### config.mk
export PLATFORM = sky130hd
export DESIGN_NAME = inert_intf_ctrl
export DESIGN_NICKNAME = d
export VERILOG_FILES = /design/src/rtl/inert_pkg.sv /design/src/rtl/int_sync.sv /design/src/rtl/inert_intf_ctrl.sv
export SDC_FILE = /design/constraint.sdc
export NUM_CORES = 1
export LEC_CHECK = 0
export ABC_AREA = 1
export CAP_MARGIN = 10
export CORE_UTILIZATION = 59
export CTS_BUF_LIST = sky130_fd_sc_hd__clkbuf_2
export DETAILED_ROUTE_END_ITERATION = 10
export DONT_BUFFER_PORTS = 1
export PLACE_DENSITY = 0.8
export SETUP_SLACK_MARGIN = 0.05
export SYNTH_ARGS = -nofsm -noshare
export SYNTH_HDL_FRONTEND = slang
export SYNTH_SLANG_ARGS = --single-unit
### constraint.sdc
create_clock -name clk -period 1.48 [get_ports clk]
set_clock_uncertainty 0.2 [all_clocks]
set_input_delay 0.37 -clock clk [delete_from_list [all_inputs] [get_ports clk]]
set_output_delay 0.37 -clock clk [all_outputs]
set_load 0.01 [all_outputs]
### src/rtl/inert_pkg.sv
// Shared types and command words for the inertial sensor sequencer.
package inert_pkg;

  typedef enum logic [3:0] {
    PWRUP,
    CFG,
    CFG_WT,
    IDLE,
    RD_L,
    RD_L_WT,
    RD_H,
    RD_H_WT,
    RL_L,
    RL_L_WT,
    RL_H,
    RL_H_WT
  } state_t;

  localparam logic [15:0] CFG_INT  = 16'h0D02;
  localparam logic [15:0] CFG_ACC  = 16'h1053;
  localparam logic [15:0] CFG_GYR  = 16'h1150;
  localparam logic [15:0] CFG_RND  = 16'h1460;
  localparam logic [15:0] RD_PTCHL = 16'hA200;
  localparam logic [15:0] RD_PTCHH = 16'hA300;
  localparam logic [15:0] RD_ROLLL = 16'hA400;
  localparam logic [15:0] RD_ROLLH = 16'hA500;

  localparam int CFG_CNT = 4;

  function automatic logic [15:0] cfg_word(input logic [1:0] idx);
    case (idx)
      2'd0:    return CFG_INT;
      2'd1:    return CFG_ACC;
      2'd2:    return CFG_GYR;
      default: return CFG_RND;
    endcase
  endfunction

endpackage

### src/rtl/int_sync.sv
// Two-flop synchronizer bringing the sensor INT level into the clk domain.
module int_sync (
  input  logic clk,
  input  logic rst_n,
  input  logic raw,
  output logic sync
);

  logic meta;

  always_ff @(posedge clk or negedge rst_n) begin
    if (!rst_n) begin
      meta <= 1'b0;
      sync <= 1'b0;
    end else begin
      meta <= raw;
      sync <= meta;
    end
  end

endmodule

### src/rtl/inert_intf_ctrl.sv
// Sequencer driving the SPI monarch: power-up wait, config writes, then pitch reads on INT.
// Defining ROLL_RD_EN adds rollL/rollH reads and a roll output updated together with ptch.
module inert_intf_ctrl
  import inert_pkg::*;
#(
  parameter int INIT_TMR_W = 16
) (
  input  logic               clk,
  input  logic               rst_n,
  input  logic               INT,
  input  logic               done,
  input  logic [15:0]        rd_data,
  output logic               wrt,
  output logic [15:0]        wt_data,
  output logic signed [15:0] ptch,
`ifdef ROLL_RD_EN
  output logic signed [15:0] roll,
`endif
  output logic               vld,
  output logic               init_done
);

  localparam logic [1:0] CFG_LAST = 2'(CFG_CNT - 1);

  state_t                state;
  state_t                nxt;
  logic [INIT_TMR_W-1:0] tmr;
  logic [1:0]            cfg_idx;
  logic                  int_s;

  logic                  issue;
  logic [15:0]           cmd;
  logic                  cfg_adv;
  logic                  cfg_fin;
  logic                  cap_pl;
  logic                  upd;
  logic [7:0]            ptch_l;
`ifdef ROLL_RD_EN
  logic                  cap_ph;
  logic                  cap_rl;
  logic [7:0]            ptch_h;
  logic [7:0]            roll_l;
`endif

  // Only the low byte of each read carries sensor data.
  logic rd_hi_unused;
  assign rd_hi_unused = ^rd_data[15:8];

  int_sync u_int_sync (
    .clk  (clk),
    .rst_n(rst_n),
    .raw  (INT),
    .sync (int_s)
  );

  always_ff @(posedge clk or negedge rst_n) begin
    if (!rst_n) begin
      state   <= PWRUP;
      tmr     <= '0;
      cfg_idx <= '0;
    end else begin
      state   <= nxt;
      tmr     <= (state == PWRUP) ? tmr + INIT_TMR_W'(1) : '0;
      if (cfg_adv) cfg_idx <= cfg_idx + 2'd1;
    end
  end

  // Issue states last one cycle; the matching *_WT state holds until done.
  always_comb begin
    nxt     = state;
    issue   = 1'b0;
    cmd     = '0;
    cfg_adv = 1'b0;
    cfg_fin = 1'b0;
    cap_pl  = 1'b0;
    upd     = 1'b0;
`ifdef ROLL_RD_EN
    cap_ph  = 1'b0;
    cap_rl  = 1'b0;
`endif
    case (state)
      PWRUP: if (&tmr) nxt = CFG;
      CFG: begin
        issue = 1'b1;
        cmd   = cfg_word(cfg_idx);
        nxt   = CFG_WT;
      end
      CFG_WT: if (done) begin
        cfg_adv = 1'b1;
        if (cfg_idx == CFG_LAST) begin
          cfg_fin = 1'b1;
          nxt     = IDLE;
        end else begin
          nxt = CFG;
        end
      end
      IDLE: if (int_s) nxt = RD_L;
      RD_L: begin
        issue = 1'b1;
        cmd   = RD_PTCHL;
        nxt   = RD_L_WT;
      end
      RD_L_WT: if (done) begin
        cap_pl = 1'b1;
        nxt    = RD_H;
      end
      RD_H: begin
        issue = 1'b1;
        cmd   = RD_PTCHH;
        nxt   = RD_H_WT;
      end
`ifdef ROLL_RD_EN
      RD_H_WT: if (done) begin
        cap_ph = 1'b1;
        nxt    = RL_L;
      end
      RL_L: begin
        issue = 1'b1;
        cmd   = RD_ROLLL;
        nxt   = RL_L_WT;
      end
      RL_L_WT: if (done) begin
        cap_rl = 1'b1;
        nxt    = RL_H;
      end
      RL_H: begin
        issue = 1'b1;
        cmd   = RD_ROLLH;
        nxt   = RL_H_WT;
      end
      RL_H_WT: if (done) begin
        upd = 1'b1;
        nxt = IDLE;
      end
`else
      RD_H_WT: if (done) begin
        upd = 1'b1;
        nxt = IDLE;
      end
`endif
      default: nxt = PWRUP;
    endcase
  end

  // Output register stage: wrt/wt_data launch, sample assembly, vld strobe.
  always_ff @(posedge clk or negedge rst_n) begin
    if (!rst_n) begin
      wrt       <= 1'b0;
      wt_data   <= '0;
      init_done <= 1'b0;
      vld       <= 1'b0;
      ptch      <= '0;
      ptch_l    <= '0;
`ifdef ROLL_RD_EN
      ptch_h    <= '0;
      roll_l    <= '0;
      roll      <= '0;
`endif
    end else begin
      wrt <= issue;
      vld <= upd;
      if (issue)   wt_data   <= cmd;
      if (cfg_fin) init_done <= 1'b1;
      if (cap_pl)  ptch_l    <= rd_data[7:0];
`ifdef ROLL_RD_EN
      if (cap_ph)  ptch_h    <= rd_data[7:0];
      if (cap_rl)  roll_l    <= rd_data[7:0];
      if (upd) begin
        ptch <= $signed({ptch_h, ptch_l});
        roll <= $signed({rd_data[7:0], roll_l});
      end
`else
      if (upd) ptch <= $signed({rd_data[7:0], ptch_l});
`endif
    end
  end

endmodule

=== Yosys cells after proc, flatten, opt, wreduce, memory -nomap -nowiden ===
Index checks and enable logic that the tools add are counted.

* Flip-flop bits (word level): 67
* Input bits: 20
* Output and inout port bits: 35
* Word-level logic and storage cells: 51

* Add/sub/neg operators: 2
* Equality and inequality tests: 15
* Multiplexer cells: 18
* Reductions and logical operators: 5

{| class="wikitable"
|+ Operator list
! kind !! number
|-
| one-hot mux 16 bit (3 select lines) || 1
|-
| one-hot mux 13 bit (3 select lines) || 1
|-
| one-hot mux 4 bit (8 select lines) || 1
|-
| 2-to-1 mux 4 bit || 5
|-
| adder 16 x 1 -> 16 bit, second input constant || 1
|-
| equality test 4 x 3 -> 1 bit, second input constant || 4
|-
| 2-to-1 mux 16 bit || 1
|-
| AND reduction 16 bit || 1
|-
| equality test 4 x 2 -> 1 bit, second input constant || 2
|-
| 2-to-1 mux 1 bit || 8
|-
| inequality test 2 bit, second input constant || 3
|-
| AND reduction 5 bit || 1
|-
| equality test 2 bit, second input constant || 2
|-
| equality test 4 x 1 -> 1 bit, second input constant || 1
|-
| logical NOT 4 bit || 1
|-
| inequality test 2 x 1 -> 1 bit, second input constant || 2
|-
| OR reduction 3 bit || 1
|-
| adder 2 x 1 -> 2 bit, second input constant || 1
|-
| equality test 2 x 1 -> 1 bit, second input constant || 1
|-
| logical NOT 2 bit || 1
|-
| 2-to-1 mux 2 bit || 1
|}

=== Logic depth before layout (Yosys ltp) ===
* Depth after elaboration: 4
* Gate-level depth with buffers: 9
* Mapped depth without buffers: 8

=== Cells and area by module ===
From an unflattened synthesis, not the netlist that was laid out.

* Cells, all modules: 276
* Area total of the unflattened synthesis: 2,653.8 um^2

{| class="wikitable"
|+ By module, submodules not included
! module !! times used !! cells each !! area each (um^2) !! sequential area each (um^2)
|-
| inert_intf_ctrl || 1 || 274 || 2,603.7 || 1,426.4
|-
| int_sync || 1 || 2 || 50.0 || 50.0
|}

=== Worst setup path before layout ===
Ideal clock, no wire load.

* Kind: reg2reg
* Start point: register state[2]
* End point: register ptch[5]
* Library setup time: 125 ps
* Arrival: 1,156 ps
* Data required time: 1,155 ps
* Slack: -1 ps
* Stages on the path, launching flop included: 6
* Buffers on the path: 2
* Clock period less this slack: 1,481 ps
* Cell sequence: dfrtp_1 buf_4 nand2_1 nor2_8 buf_8 mux2_4

* Longest elaborated chain between the ends: 2

{| class="wikitable"
|+ Ends and longest elaborated chain
! item !! line !! text
|-
| start, declared || inert_intf_ctrl.sv:25 || <nowiki>state_t state;</nowiki>
|-
| start signal, assigned || inert_intf_ctrl.sv:62 || <nowiki>state <= nxt;</nowiki>
|-
| equality test 4 x 3 -> 1 bit || inert_intf_ctrl.sv:81 || <nowiki>case (state)</nowiki>
|-
| 2-to-1 mux 1 bit || inert_intf_ctrl.sv:81 ||
|-
| end signal, assigned || inert_intf_ctrl.sv:173 || <nowiki>if (upd) ptch <= $signed({rd_data[7:0], ptch_l});</nowiki>
|-
| end, declared || inert_intf_ctrl.sv:15 || <nowiki>output logic signed [15:0] ptch,</nowiki>
|}

No other way between the ends.
A chain may end at the register's enable or synchronous reset.

==> impl_metrics.py <==
metrics = {
    "route": {
        "wirelength_um": 6770,
        "dr.pass1.iters": 4,
        "post_drt_wl_per_cell_um": 17.4,
        "num_vias": 2162,
        "drt_iter0_markers": 136,
        "ant_nets": 0,
        "drc_errors": 0,
        "via_per_inst": 5.56,
    },
    "final_layout": {
        "nets": 357,
        "n_antenna_cell": 0,
        "syn_to_final_growth_pct": 35.4,
        "final_cell_area_um2": 3620,
        "layout-drive-gt1-share_pct": 47.5,
    },
    "placement": {
        "gp_congestion": 0.835,
        "io_buffers": 0,
        "placed_area_um2": 2780,
        "hpwl_um": 3290,
    },
    "worst_setup_path": {
        "cp_data_arrival_time_ns": 1.02,
        "critPathLaunchType": "register",
        "worstPathMaxFanout": 4,
        "criticalPathCategory": "register to output port",
        "end_kind": "output port",
        "required_ns": 0.91,
    },
    "power": {
        "p_per_area_nw_per_um2": 1660,
        "power.leakage_nw": 1.70,
        "p_clk_share_pct": 16.9,
        "switchingPower_mw": 2.51,
        "p_int_mw": 3.52,
        "combPwrFrac_pct": 39.8,
        "p_sw_share_pct": 41.6,
        "max-vdd-ir-drop_v": 0.000949,
        "seqPwrFrac_pct": 43.3,
        "total_power_mw": 6.03,
    },
    "clocking": {
        "clk_latency_ns": 0.49,
        "clock_path_buffers": 2,
        "h-tree-depth": 3,
        "cts_buffers": 9,
        "tritoncts": "yes",
        "cts-hold-fix-buffers": 10,
        "clk_pin_slew_ns": 0.19,
        "cts_sinks": 59,
        "cts_root_buf": "clkbuf_2",
    },
    "synthesis": {
        "synthTopCellsByCount": "59 x dfrtp_1, 53 x nand2_1, 37 x nor2_1",
        "yosysTopAreaCell": "dfrtp_1",
        "yosysSeqAreaShare_pct": 55.2,
        "synth_most_common_cell": "dfrtp_1",
        "synth_area_leaders": "dfrtp_1 55%, nand2_1 7.4%, nor2_1 5.2%, o21ai_0 4.1%, inv_1 3.9%",
        "synth_warnings": 0,
        "synth_seq_cells": 59,
        "async_flop_share_pct": 100,
        "syn_inst": 283,
        "synth_ff_type": "dfrtp_1",
        "synth_top_area_share_pct": 55.2,
        "synth_edf_count": 0,
        "syn_area_um2": 2680,
        "syn_avg_cell_area_um2": 9.46,
        "ys_types": 27,
    },
    "sta": {
        "hold_viol": 59,
        "worst_hold_slack_ns": -0.670,
        "setup_viol": 62,
        "fmax_mhz": 631,
        "layout_setup_ws_ns": -0.105,
        "maxSlewViolCount": 0,
        "period_needed_ns": 1.59,
        "period_share_pct": 107,
        "rsz0062_at_grt": "true",
    },
    "outcome": {
        "status": "complete, but fails checks",
        "violations": "hold timing, setup timing",
    },
    "global_routing": {
        "grt_pass1_vias": 2029,
        "grt_pass1_wl_um": 9370,
        "grt_max_degree": 60,
        "antenna_found_initial": 0,
        "grt-ovfl-total": 0,
        "track_usage_pct": 25.0,
    },
    "run": {
        "drv_cap": 0,
    },
    "worst_hold_path": {
        "worstHoldPathType": "input pin to asynchronous set/reset pin",
    },
    "die": {
        "pin_count": 55,
        "die_y_um": 69.4,
        "fp-row-count": 24,
        "core_um2": 4350,
        "die_w_um": 69.4,
        "start_util_pct": 61.5,
        "dieArea_um2": 4810,
    },
}
## registers in the layout, summed over array words and instances, names as in the netlist
| register | cells |
|---|---|
| ptch | 16 |
| tmr | 16 |
| wt_data | 9 |
| ptch_l | 8 |
| state | 3 |
| cfg_idx | 2 |
| init_done | 1 |
| u_int_sync.meta | 1 |
| u_int_sync.sync | 1 |
| vld | 1 |
| wrt | 1 |
## stage by stage
step                      utilization (%)  instances  setup TNS [ns]  setup WS [ns]
after floorplan                         -        286               0         0.0314
after global placement               63.9        343         -0.0604        -0.0126
after detailed placement             63.9        343          -0.117        -0.0274
after CTS                            72.7        377           -2.31         -0.120
after global routing                 83.2        389           -5.75         -0.192
final                                83.2        389           -2.58         -0.105
## routing by layer
layer / vias up / global-route usage (%) / part of all wire [%]
li1: 1001 / - / -
met1: 1054 / 32.4 / 40
met2: 86 / 38.5 / 51
met3: 21 / 5.38 / 6.2
met4: 0 / 15.4 / 2.6
met5: - / 0 / 0
## layout by cell type (no fill, tap or decap), types with 4 or more instances in the layout
cell type      instances
a21oi_1                4
a21oi_2               11
buf_4                 22
buf_6                 14
clkbuf_2               9
conb_1                 4
dfrtp_1               52
dfrtp_2                7
dlygate4sd3_1          9
ha_1                   4
inv_1                 22
inv_2                  5
mux2_4                 8
nand2_1               25
nand2_2               19
nand2_4               12
nand3_1                6
nand3_4                5
nor2_1                21
nor2_2                10
nor2_4                14
o21ai_1               13
o21ai_2                9
o21bai_1               4
## layout make-up
type	count	area (um^2)
Clock buffer	9	45.0
Clock inverter	7	68.8
Fill cell	215	729
Inverter	30	123
Multi-Input combinational cell	186	1410
Sequential cell	59	1490
Tap cell	52	65.1
Timing Repair Buffer	46	425
## timing repair
action,in CTS,in global routing
buffers inserted,6,11
setup endpoints to repair,70,86
gates cloned,2,2
endpoints found under the hold margin,83,59
resized for setup,40,120
pin swaps,19,27
## kinds of logic after synthesis
logic type	share of synthesized area [%]
and+or+nand+nor	19.2
DFF	55.2
AOI/OAI and AO/OA	9.96
buffers and inverters	8.46
muxes	3.79
adders and majority gates	2.34
xor gates and xnor gates	0.982
other	0.140
## power by group through the flow
stage / logic, mW / registers (mW) / clock network [mW]
3_3_place_gp: 1.34 / 2.50 / 0
2_1_floorplan: 1.18 / 2.39 / 0
5_1_grt: 2.58 / 2.66 / 1.11
3_5_place_dp: 1.42 / 2.50 / 0
6_report: 2.40 / 2.61 / 1.02
4_1_cts: 1.72 / 2.52 / 1.03
## final timing paths
path | start | endpoint | slack [ns] | cells past startpoint
setup / recovery | wt_data[13] | wt_data[9] | -0.11 | 0
hold / removal | rst_n | ptch[14] | -0.67 | 0
setup reg to reg | state[0] | wt_data[5] | -0.11 | 5
hold reg to reg | u_int_sync.meta | u_int_sync.sync | 0.20 | 0
max in group asynchronous | rst_n | tmr[12] | 1.63 | 0
min in group clk | done | ptch_l[4] | 0.07 | 3
No activity file was read; power rests on OpenSTA's default activity.
